[src/rtl/uart_frame_rx_assembler_pkg.sv]
// Shared types and limits for the UART frame receive assembler.
// State encoding, flag bit positions and parameter bounds.
package uart_frame_rx_assembler_pkg;

  typedef enum logic [1:0] {
    ST_IDLE  = 2'd0,
    ST_DATA  = 2'd1,
    ST_FLAGS = 2'd2,
    ST_PUSH  = 2'd3
  } state_e;

  localparam int IS_WRITE_BIT   = 0;
  localparam int DATA_BYTES_MIN = 1;
  localparam int DATA_BYTES_MAX = 4;
  localparam int FIFO_DEPTH_MIN = 2;
  localparam int FIFO_DEPTH_MAX = 16;

endpackage

[src/rtl/uart_frame_rx_assembler_fifo.sv]
// First-word-fall-through synchronous FIFO for assembled frames.
// Head entry is visible on rdata; reads zero while empty.
module frame_sync_fifo #(
  parameter int WIDTH = 16,
  parameter int DEPTH = 4
) (
  input  logic                     clk,
  input  logic                     rstn,
  input  logic                     push,
  input  logic [WIDTH-1:0]         wdata,
  input  logic                     pop,
  output logic [WIDTH-1:0]         rdata,
  output logic                     full,
  output logic                     empty,
  output logic [$clog2(DEPTH):0]   count
);

  localparam int AW = $clog2(DEPTH);

  logic [WIDTH-1:0] mem [DEPTH];
  logic [AW-1:0]    wptr;
  logic [AW-1:0]    rptr;
  logic             do_push;
  logic             do_pop;

  assign empty   = (count == '0);
  assign full    = (count == (AW+1)'(DEPTH));
  assign do_pop  = pop && !empty;
  // A full FIFO still takes a push when the head leaves in the same cycle
  assign do_push = push && (!full || do_pop);
  assign rdata   = empty ? '0 : mem[rptr];

  always_ff @(posedge clk or negedge rstn) begin
    if (!rstn) begin
      wptr  <= '0;
      rptr  <= '0;
      count <= '0;
    end else begin
      if (do_push) wptr <= wptr + 1'b1;
      if (do_pop)  rptr <= rptr + 1'b1;
      if (do_push && !do_pop)
        count <= count + 1'b1;
      else if (do_pop && !do_push)
        count <= count - 1'b1;
    end
  end

  always_ff @(posedge clk) begin
    if (do_push) mem[wptr] <= wdata;
  end

endmodule

[src/rtl/uart_frame_rx_assembler.sv]
// Assembles UART bytes into {flags,data} frames and buffers them.
// Handles inter-byte timeout, FIFO overflow and loss counting.
module uart_frame_rx_assembler
  import uart_frame_rx_assembler_pkg::*;
#(
  parameter int DATA_BYTES     = 1,
  parameter int FIFO_DEPTH     = 4,
  parameter int TIMEOUT_CYCLES = 50000
) (
  input  logic                    clk,
  input  logic                    rstn,
  input  logic [7:0]              uart_data_out,
  input  logic                    uart_ready,
  output logic                    uart_ready_clr,
  output logic [8*DATA_BYTES-1:0] frame_data,
  output logic [7:0]              frame_flags,
  output logic                    frame_valid,
  input  logic                    frame_ready,
  output logic                    err_timeout,
  output logic                    err_overflow,
  output logic [7:0]              drop_count
);

  localparam int DW = 8 * DATA_BYTES;
  localparam int IW = (DATA_BYTES > 1) ? $clog2(DATA_BYTES) : 1;
  localparam int TW =
    (TIMEOUT_CYCLES > 1) ? $clog2(TIMEOUT_CYCLES) : 1;
  localparam bit TO_EN = (TIMEOUT_CYCLES > 0);
  localparam logic [TW-1:0] T_LAST =
    TW'((TIMEOUT_CYCLES > 0) ? TIMEOUT_CYCLES - 1 : 0);

  state_e          state_q;
  state_e          state_d;
  logic [IW-1:0]   idx_q;
  logic [DW-1:0]   data_q;
  logic [7:0]      flags_q;
  logic [TW-1:0]   tcnt_q;
  logic            cap;
  logic            last;
  logic            to_hit;
  logic            ovf;
  logic            push;
  logic [DW+7:0]   head;
  logic            f_full;
  logic            f_empty;
  logic [$clog2(FIFO_DEPTH):0] f_count;

  assign cap  = uart_ready && !uart_ready_clr
                && (state_q != ST_PUSH);
  assign last = (idx_q == IW'(DATA_BYTES - 1));
  assign push = (state_q == ST_PUSH);

  assign to_hit = TO_EN && !cap && (tcnt_q == T_LAST)
                  && ((state_q == ST_DATA) || (state_q == ST_FLAGS));
  assign ovf = push && f_full && !(frame_ready && !f_empty);

  assign frame_valid = (f_count != '0);
  assign frame_data  = head[DW-1:0];
  assign frame_flags = head[DW+7:DW];

  always_comb begin
    state_d = state_q;
    unique case (state_q)
      ST_IDLE:
        if (cap) state_d = (DATA_BYTES > 1) ? ST_DATA : ST_FLAGS;
      ST_DATA:
        if (cap && last) state_d = ST_FLAGS;
        else if (to_hit) state_d = ST_IDLE;
      ST_FLAGS:
        if (cap)         state_d = ST_PUSH;
        else if (to_hit) state_d = ST_IDLE;
      ST_PUSH:
        state_d = ST_IDLE;
      default:
        state_d = ST_IDLE;
    endcase
  end

  always_ff @(posedge clk or negedge rstn) begin
    if (!rstn) state_q <= ST_IDLE;
    else       state_q <= state_d;
  end

  always_ff @(posedge clk or negedge rstn) begin
    if (!rstn) begin
      idx_q          <= '0;
      data_q         <= '0;
      flags_q        <= '0;
      uart_ready_clr <= 1'b0;
    end else begin
      uart_ready_clr <= cap;
      if (cap && state_q == ST_FLAGS) begin
        flags_q <= uart_data_out;
      end else if (cap) begin
        for (int b = 0; b < DATA_BYTES; b++)
          if (idx_q == IW'(b)) data_q[8*b +: 8] <= uart_data_out;
      end
      // Index only advances through data bytes; anything else rewinds it
      if (cap && (state_q == ST_IDLE || state_q == ST_DATA))
        idx_q <= last ? '0 : idx_q + 1'b1;
      else if (to_hit || state_q != ST_DATA)
        idx_q <= '0;
    end
  end

  always_ff @(posedge clk or negedge rstn) begin
    if (!rstn) begin
      tcnt_q <= '0;
    end else if (cap || to_hit || state_q == ST_IDLE
                 || state_q == ST_PUSH) begin
      tcnt_q <= '0;
    end else if (TO_EN) begin
      tcnt_q <= tcnt_q + 1'b1;
    end
  end

  always_ff @(posedge clk or negedge rstn) begin
    if (!rstn) begin
      err_timeout  <= 1'b0;
      err_overflow <= 1'b0;
      drop_count   <= '0;
    end else begin
      err_timeout  <= to_hit;
      err_overflow <= ovf;
      if ((to_hit || ovf) && drop_count != 8'hFF)
        drop_count <= drop_count + 8'd1;
    end
  end

  frame_sync_fifo #(
    .WIDTH (DW + 8),
    .DEPTH (FIFO_DEPTH)
  ) u_fifo (
    .clk   (clk),
    .rstn  (rstn),
    .push  (push),
    .wdata ({flags_q, data_q}),
    .pop   (frame_ready),
    .rdata (head),
    .full  (f_full),
    .empty (f_empty),
    .count (f_count)
  );

endmodule

[config.mk]
export PLATFORM = sky130hd
export DESIGN_NAME = uart_frame_rx_assembler
export DESIGN_NICKNAME = d
export VERILOG_FILES = /design/src/rtl/uart_frame_rx_assembler_pkg.sv /design/src/rtl/uart_frame_rx_assembler_fifo.sv /design/src/rtl/uart_frame_rx_assembler.sv
export SDC_FILE = /design/constraint.sdc
export NUM_CORES = 1
export LEC_CHECK = 0
export CORE_ASPECT_RATIO = 1.4
export CORE_MARGIN = 3
export CORE_UTILIZATION = 35
export CTS_CLUSTER_SIZE = 25
export DETAILED_ROUTE_END_ITERATION = 8
export GPL_TIMING_DRIVEN = 0
export PLACE_DENSITY = 0.56
export SYNTH_ARGS = -nofsm -noshare
export SYNTH_HDL_FRONTEND = slang
export SYNTH_HIERARCHICAL = 1
export SYNTH_SLANG_ARGS = --single-unit
[constraint.sdc]
create_clock -name clk -period 2.75 [get_ports clk]
set_input_delay 0.4125 -clock clk [delete_from_list [all_inputs] [get_ports clk]]
set_output_delay 0.4125 -clock clk [all_outputs]
set_load 0.02 [all_outputs]
**Yosys cells after proc, flatten, opt, wreduce, memory -nomap -nowiden**

Memories as Yosys holds them, arrays and structs flattened.
Cells that the tools add are included.

- Flip-flop bits (word level): 53
- Latch bits: 0
- Bits in writable memories: 64
- ROM bits: 0
- Input port bits: 12
- Output and inout bits: 28
- Word-level logic and storage cells: 79
- Memories: 1

Memory list:

| memory | depth | width | rd ports | clocked after Yosys merged registers in | write ports | RTL line | source |
|---|---|---|---|---|---|---|---|
| u_fifo.mem | 4 | 16 | 1 | 0 | 1 | uart_frame_rx_assembler_fifo.sv:20 | `logic [WIDTH-1:0] mem [DEPTH];` |

- Add/subtract/negate cells: 7
- Multipliers: 0
- Divide/modulo/power cells: 0
- $lt $le $gt $ge: 0
- Equal/unequal tests: 9
- Shifts and indexed selects: 0
- Muxes and demuxes: 14
- Bitwise logic cells: 2
- Reductions and logical operators: 34

Operator list:

| kind | number |
|---|---|
| 16-bit two-way mux | 2 |
| 16-bit by 1-bit adder with 16-bit output, second input constant | 1 |
| 16-bit equality test, second input constant | 1 |
| 1-bit logical AND | 14 |
| 8-bit by 1-bit adder with 8-bit output, second input constant | 1 |
| 1-bit logical OR | 8 |
| 2-bit two-way mux | 4 |
| 8-bit inequality test, second input constant | 1 |
| 2-bit case mux with 4 select lines | 1 |
| 1-bit zero test | 6 |
| 3-bit two-way mux | 2 |
| 1-bit two-way mux | 5 |
| 2-bit by 1-bit adder with 2-bit output, second input constant | 2 |
| 2-bit equality test, second input constant | 2 |
| 2-bit inequality test, second input constant | 2 |
| 2-bit nonzero test | 2 |
| 3-bit by 1-bit adder with 3-bit output, second input constant | 1 |
| 3-bit equality test, second input constant | 1 |
| 3-bit zero test | 1 |
| 3-bit AND reduction | 1 |
| 3-bit nonzero test | 1 |
| 3-bit by 1-bit subtractor with 3-bit output, second input constant | 1 |
| 2-bit by 1-bit equality test with 1-bit output, second input constant | 1 |
| 2-bit zero test | 1 |
| other kinds (3) | 4 |

**Logic depth before layout (Yosys ltp)**

Gate-level depths: netlist of run 1.

- Word-level depth: 10
- Gate-level depth with buffers: 8
- Depth with buffers taken out: 8

**Cells and area by module**

Netlist of run 1, hierarchy kept.

By module, submodules not included:

| module | times used | cells an instance | area each (µm²) | seq. area each (µm²) |
|---|---|---|---|---|
| frame_sync_fifo | 1 | 137 | 2945.3 | 2097.0 |
| uart_frame_rx_assembler | 1 | 167 | 2009.4 | 1126.1 |

**Least setup slack after synthesis of run 1**

Ideal clock, no wire load.

- Kind: reg-to-reg
- From: register tcnt_q[7]
- To: register drop_count[1]
- Setup time: 0.125 ns
- Arrival: 2.175 ns
- Required time: 2.625 ns
- Path slack: 0.450 ns
- Cell stages (with the launch flop): 6
- Buffers on the path: 0
- Period minus slack after synthesis: 2.300 ns
- Path through: dfrtp_1 > or4_1 > or4_4 > nor4_4 > nor2_2 > mux2_4

- Word-level cells in the longest chain between the ends: 5

Ends and longest elaborated chain:

| element | RTL line | source |
|---|---|---|
| start: declaration | uart_frame_rx_assembler.sv:37 | `logic [TW-1:0] tcnt_q;` |
| start signal: assignment | uart_frame_rx_assembler.sv:113 | `tcnt_q <= tcnt_q + 1'b1;` |
| 16-bit equality test | uart_frame_rx_assembler.sv:53 | `assign to_hit = TO_EN && !cap && (tcnt_q == T_LAST)` |
| 1-bit logical AND | uart_frame_rx_assembler.sv:53 |  |
| 1-bit logical AND | uart_frame_rx_assembler.sv:54 | `&& ((state_q == ST_DATA) \|\| (state_q == ST_FLAGS));` |
| 1-bit logical OR | uart_frame_rx_assembler.sv:125 | `if ((to_hit \|\| ovf) && drop_count != 8'hFF)` |
| 1-bit logical AND | uart_frame_rx_assembler.sv:125 |  |
| end signal: assignment | uart_frame_rx_assembler.sv:126 | `drop_count <= drop_count + 8'd1;` |
| end: declaration | uart_frame_rx_assembler.sv:21 | `output logic [7:0] drop_count` |

No other way between the ends.
A chain may end at the register's enable or synchronous reset.

**Final worst setup path of run 1**

- From: register u_fifo.rptr[0]
- To: output port frame_flags[1]

- Word-level cells in the longest chain between the ends: 2

Ends and longest elaborated chain:

| element | RTL line | source |
|---|---|---|
| start: declaration | uart_frame_rx_assembler_fifo.sv:22 | `logic [AW-1:0] rptr;` |
| start signal: assignment | uart_frame_rx_assembler_fifo.sv:40 | `if (do_pop) rptr <= rptr + 1'b1;` |
| memory 4 x 16 bit | n/a |  |
| 16-bit two-way mux | uart_frame_rx_assembler_fifo.sv:31 | `assign rdata = empty ? '0 : mem[rptr];` |
| end: declaration | uart_frame_rx_assembler.sv:16 | `output logic [7:0] frame_flags,` |

No other way between the ends.

==> results_dict.tcl, run 1 <==
set metrics [dict create \
    htreeDepth 4 \
    finalNonFillerCells 560 \
    grt_pass1_vias 2784 \
    max_freq_mhz 377 \
    firstDrtPassIters 4 \
    ys_types 44 \
    dieArea_sq_mm 0.0156 \
    min_period_over_period 0.964 \
    hold_violations 0 \
    antennaDiodeCount 0 \
    slowest_delay_ns 0.54 \
    synth_top_area_frac 0.388 \
    min_period_ns 2.65 \
    grt_max_degree 37 \
    synthesis.nets 328 \
    ys_ff_latch 116 \
    cp.required_ns 2.34 \
    worstSkewPairLatency_ns 0.40 \
    vias_per_cell 4.74 \
    clk_pin_slew_ns 0.05 \
    cts-root-buf "clkbuf_16" \
    status "finished, final reports clean" \
    core_area_sq_mm 0.0136 \
    skew_ns 0.00860 \
    cp.arrival_ns 2.24 \
    cp_max_fo 10 \
    final_cell_mix "edfxtp_1, dfrtp_1, clkdlybuf4s50_1" \
    p_leak_nw 2.42 \
    hpwl_mm 5.92 \
    final_nets 389 \
    slowest_stage "clkdlybuf4s50_1" \
    dr_total_vias 2653 \
    cp-end-kind "primary output" \
    power.density_mw_per_mm2 1090 \
    start_util 0.363 \
    grt_pass1_wl_mm 14.9 \
    path_class "reg -> out" \
    setup_tns_ns 0 \
    slew_viol_final 0 \
    synth_edf_count 64 \
    first_iter_violations 110 \
    worstPathCellList "buf_6 > buf_12 > mux4_2 > nor2b_4 > clkdlybuf4s50_1" \
    vdd_drop_max_v 0.000407 \
    area_delta_synth_final_pct 25.8 \
    dp_cells 526 \
    drive_gt1_frac 0.217 \
    rows 50 \
    track_usage 0.127 \
    die-height_um 147 \
    cts_sinks 116 \
    cp-start-kind "flip-flop" \
    tightest_slew_ns 0.907 \
    drt-total-wl_mm 9.28 \
    ys.flop_type "edfxtp_1" \
    yosys_warnings 6 \
    io_buffers 39 \
    synthCells 304 \
    setup_viol 0 \
    antenna_left 0 \
    async_reset_ff_frac 0.448 \
    routedWlPerCell_um 16.6 \
    grt_setup_unrepaired "no" \
    drc 0 \
    gp_congestion 0.734 \
    synth.area.top_cells "edfxtp_1, dfrtp_1, mux4_1" \
    antenna_found_initial 0 \
    syn-cell-area_sq_mm 0.00495 \
    cts_made_buffers 17 \
    mostFrequentLayoutCell "edfxtp_1" \
    clockBufferDepth 2 \
    ys_seq_area_frac 0.651 \
    cts_tree "built" \
    syn_avg_cell_area_sq_um 16.3 \
    overflow 0 \
    relSlewSlack 0.395 \
    die_x_um 107 \
    hold_class "in -> async" \
    drv_cap 0 \
    ios 40 \
    synth_top_cell_by_area "edfxtp_1" \
]
## logic make-up (layout without fill, tap and decap cells)
logic type,count (synthesis),count (layout),synth area share
DFF,116,116,0.651
and+or+nand+nor,84,84,0.112
muxes,35,35,0.123
xor gates and xnor gates,27,27,0.0477
buffers and inverters,19,93,0.0207
adders and majority gates,12,12,0.0318
AOI/OAI and AO/OA,11,11,0.0146
## worst paths after layout
| path | from | endpoint | slack (ns) | cells after the start |
|---|---|---|---|---|
| setup reg to reg | tcnt_q[5]$_DFF_PN0_ | drop_count[1]$_DFFE_PN0P_ | 0.30 | 5 |
| max in group asynchronous | rstn | data_q[6]$_DFFE_PN0P_ | 1.74 | 3 |
| hold reg to reg | tcnt_q[0]$_DFF_PN0_ | tcnt_q[0]$_DFF_PN0_ | 0.50 | 1 |
| setup / recovery | u_fifo/rptr[0]$_DFFE_PN0P_ | frame_flags[1] | 0.1 | 5 |
| hold / removal | rstn | flags_q[0]$_DFFE_PN0P_ | 0.48 | 2 |
| min in group clk | tcnt_q[0]$_DFF_PN0_ | tcnt_q[0]$_DFF_PN0_ | 0.50 | 1 |
## worst max-delay path, delay by kind of cell (launching register included)
family	cells	cell delay (ns)
buffers and inverters	3	0.88
flip-flops	1	0.33
AND/OR/NAND/NOR	1	0.13
multiplexers	1	0.50
## routing by layer
metal	vias up	routed length, um	part of all wire	global-route usage
met1	1345	3910	0.42	0.151
met2	47	4860	0.52	0.215
li1	1250	-	-	-
met5	-	0	0	0
met4	0	99	0.011	0.0409
met3	11	407	0.044	0.0457
## cell usage after synthesis (all sizes together) (2+ instances only)
| master | n |
|---|---|
| clkbuf | 4 |
| o2111ai | 3 |
| nand4 | 3 |
| and3 | 6 |
| nand2 | 6 |
| and2 | 6 |
| xnor2 | 12 |
| buf | 6 |
| nor3 | 6 |
| nor2b | 19 |
| nor4 | 2 |
| mux2 | 19 |
| or4 | 2 |
| nor2 | 20 |
| inv | 9 |
| o21ai | 6 |
| nand3 | 6 |
| and4 | 3 |
| dfrtp | 52 |
| ha | 11 |
| mux4 | 16 |
| xor2 | 15 |
| edfxtp | 64 |
## sequential cells by signal (all words and copies together) (netlist names)
name,cells
drop_count,8
flags_q,8
data_q,8
err_overflow,1
state_q,2
err_timeout,1
u_fifo/wptr,2
tcnt_q,16
uart_ready_clr,1
u_fifo/count,3
u_fifo/mem,64
u_fifo/rptr,2
## final cells by class
cell class	count	area, sq um
multi-input combinational	169	1640
timing repair buffer	42	430
buffer	10	71.3
inverter	9	33.8
tap	182	228
clock inverter	13	158
clock buffer	19	453
fill	1249	7410
sequential	116	3220
## power by group
group	total [mW]	internal, mW	leakage [nW]	switching, mW
Combinational	2.00	1.06	0.888	0.948
Sequential	2.58	2.31	1.24	0.276
Clock	2.22	1.47	0.292	0.754
## stage by stage
step | instance area (sq um) | hold slack (ns) | total power, mW | utilization | setup WS [ns]
2_1_floorplan | 4950 | 0.117 | 3.90 | - | 0.450
3_3_place_gp | 5570 | 0.488 | 4.58 | 0.409 | -0.394
3_5_place_dp | 5590 | 0.375 | 4.64 | 0.410 | -0.139
4_1_cts | 6220 | 0.473 | 6.92 | 0.456 | 0.0252
5_1_grt | 6230 | 0.501 | 7.16 | 0.457 | 0.00101
6_report | 6230 | 0.478 | 6.81 | 0.457 | 0.0980
## repair_timing
item	CTS	global route
hold buffers	1	0
hold endpoints to repair	16	0
endpoints found under the setup margin	17	3
pin swaps	1	0
buffers inserted	1	0
gates resized for setup	2	3
Power figures use the tool's default switching activity.
==> run 2, diff against run 1 <==
Settings changed: ABC_AREA set to 1, DONT_BUFFER_PORTS set to 1, PLACE_DENSITY 0.56 to 0.52.
==> run 2 against run 1 <==
Clock power is essentially flat. Sequential cell count is the same. Highest routed layer unchanged. Sequential share of layout area is 3.0 points lower. Critical path type unchanged. Core utilization is 3.4 points lower. Synthesized area increased by 14%. Largest cell class unchanged. Synthesized cell count rose by 87%. Total power fell by 1.3%. Non-clock buffer count shrank 30. Sequential power decreased by 4%.
==> results_dict.tcl, run 2 <==
set metrics [dict create \
    synth_most_common_cell "nand2_1" \
    synth.area.top_cells "edfxtp_1, dfrtp_1, nand2_1" \
    p_leak_nw 2.99 \
    placed_cell_area_sq_mm 0.00598 \
    async_reset_ff_frac 0.448 \
    finish.instance_area_sq_mm 0.00662 \
    cts-root-buf "clkbuf_16" \
    cp.required_ns 2.34 \
    postCtsHoldBufs 2 \
    skew_ns 0.00927 \
    dieArea_sq_mm 0.0177 \
    clk_pin_slew_ns 0.05 \
    ys_types 38 \
    yosys.area_share.xor_xnor 0.0311 \
    drc 0 \
    clockBufferDepth 2 \
    fillers 1518 \
    cp-start-kind "flip-flop" \
    hold_class "in -> reg" \
    track_usage 0.143 \
    synth_top_area_frac 0.341 \
    finalNonFillerCells 803 \
    synth-compound-area-share 0.0422 \
    ys.flop_type "edfxtp_1" \
    cts_resized 0 \
    pwr-share-comb 0.302 \
    min_path_cells 2 \
    mostFrequentLayoutCell "nand2_1" \
    ys_seq_area_frac 0.572 \
    syn-cell-area_sq_mm 0.00564 \
    drive_gt1_frac 0.201 \
    cts_sinks 116 \
    gp_congestion 0.854 \
    synthAdderAreaFrac 0.0280 \
    slew_viol_final 0 \
    cp_max_fo 10 \
    area_delta_synth_final_pct 17.4 \
    dp_cells 769 \
    worstSkewPairLatency_ns 0.40 \
    cts_made_buffers 17 \
    r2r_cells 10 \
    io_buffers 0 \
    tightest_slew_ns 0.469 \
    first_iter_violations 135 \
    r2r-end "u_fifo/count[2]$_DFFE_PN0P_" \
    synth_edf_count 64 \
    rows 54 \
    switching_share 0.359 \
    switching_power_mw 2.41 \
    setup_tns_ns 0 \
    post_cts_buffers 0 \
    grt_pass1_vias 3600 \
    antennaDiodeCount 0 \
    largest_reg_flops 64 \
    synth_top_family_by_area "simple AND/OR/NAND/NOR gates" \
    htreeDepth 4 \
    core_area_sq_mm 0.0157 \
    max_freq_mhz 488 \
    hpwl_mm 8.29 \
    start_util 0.360 \
    vias_per_cell 4.53 \
    cts_tree "built" \
    dr_total_vias 3639 \
    syn_avg_cell_area_sq_um 9.91 \
    pwr-share-seq 0.367 \
    cellInternalPower_mw 4.31 \
    hold_end "u_fifo/rptr[0]$_DFFE_PN0P_" \
    final_cell_mix "nand2_1, inv_1, edfxtp_1" \
    min_period_ns 2.05 \
    grt_pass1_wl_mm 19.3 \
    r2r_slack_ns 0.78 \
    drv_cap 0 \
    setup_viol 0 \
    grt_setup_unrepaired "no" \
    yosys_warnings 6 \
    path_class "reg -> out" \
    antenna_left 0 \
    final_nets 618 \
    synth_simple_gate_area_share 0.229 \
    hold_violations 0 \
    hp-start "frame_ready" \
    min_period_over_period 0.746 \
    synthesis.nets 593 \
    cp-end-kind "primary output" \
    drt-total-wl_mm 11.8 \
    cp.arrival_ns 1.64 \
    regMostFlops "u_fifo/mem" \
    timing.hold.ws_ns 0.173 \
    antenna_found_initial 0 \
    synthMuxAreaShare 0 \
    r2r-start "state_q[0]$_DFFE_PN0P_" \
    vdd_drop_max_v 0.000449 \
    synth_commonest_cells "nand2_1, inv_1, edfxtp_1" \
    overflow 0 \
    power_frac_clock 0.330 \
    synth_top_cell_by_area "edfxtp_1" \
    firstDrtPassIters 4 \
    status "finished, final reports clean" \
    die-height_um 156 \
    relSlewSlack 0.687 \
    routedWlPerCell_um 14.7 \
    power.density_mw_per_mm2 1010 \
    die_x_um 113 \
    ios 40 \
    grt_max_degree 53 \
    reg_top3 "u_fifo/mem x64, tcnt_q x16" \
    ys_ff_latch 116 \
    synthCells 569 \
]
-- run 2: changes by cell type in the layout (fill, tap and decap cells not counted), sizes merged, moves of 20 or more --
| cell | delta |
|---|---|
| nand2 | +141 |
| inv | +103 |
| nand3 | +53 |
| clkdlybuf4s50 | -35 |
| nor2 | +20 |
-- run 2: worst max path at each step --
stage / start / endpoint / slack, ns / cells past startpoint
global route: u_fifo/rptr[0]$_DFFE_PN0P_ / frame_flags[7] / 0.60 / 5
detailed placement: u_fifo/count[1]$_DFFE_PN0P_ / u_fifo/count[1]$_DFFE_PN0P_ / 0.80 / 9
global placement: state_q[0]$_DFFE_PN0P_ / u_fifo/mem[1][5]$_DFFE_PP_ / 0.17 / 3
floorplan: state_q[0]$_DFFE_PN0P_ / u_fifo/mem[0][0]$_DFFE_PP_ / 0.94 / 3
CTS: u_fifo/rptr[0]$_DFFE_PN0P_ / frame_flags[7] / 0.65 / 5
finish: u_fifo/rptr[0]$_DFFE_PN0P_ / frame_flags[7] / 0.70 / 5
-- run 2: cells by family after synthesis --
kind of cell / after synthesis
compound gates: 36
flops: 116
xor+xnor: 20
fa+ha+maj: 12
simple gates: 260
buf+inv: 125
-- run 2: worst max-delay path, stage by stage, from the launching register on --
cell and delay, ns:
dfrtp_1 0.37, buf_6 0.14, buf_2 0.20, nand2_1 0.09, nand3_1 0.07, a21oi_1 0.38
-- run 2: final cells by class --
cell class,count,area (sq um),area share
Sequential cell,116,3220,0.487
Multi-Input combinational cell,328,1870,0.283
Clock buffer,18,429,0.0648
Inverter,109,419,0.0633
Tap cell,196,245,0.0370
Clock inverter,14,176,0.0266
Buffer,16,133,0.0200
Timing Repair Buffer,6,123,0.0185
-- run 2: metrics by stage --
| stage | utilization | worst slack, ns | total power [mW] |
|---|---|---|---|
| final | 0.422 | 0.699 | 6.72 |
| after CTS | 0.422 | 0.653 | 6.82 |
| after floorplan | - | 0.939 | 4.03 |
| after detailed placement | 0.381 | 0.799 | 4.55 |
| after global placement | 0.375 | 0.168 | 4.47 |
| after global routing | 0.422 | 0.604 | 7.13 |
-- run 2: power groups by stage --
stage	combinational, mW	sequential, mW	clock [mW]
3_3_place_gp	1.99	2.49	0
6_report	2.03	2.47	2.22
2_1_floorplan	1.60	2.43	0
3_5_place_dp	2.05	2.50	0
4_1_cts	2.08	2.47	2.27
5_1_grt	2.26	2.51	2.36
-- run 2: metal layers --
layer | track usage | wire length [um]
met1 | 0.156 | 4550
met2 | 0.268 | 6640
met3 | 0.0365 | 427
met4 | 0.0441 | 201
met5 | 0 | 0
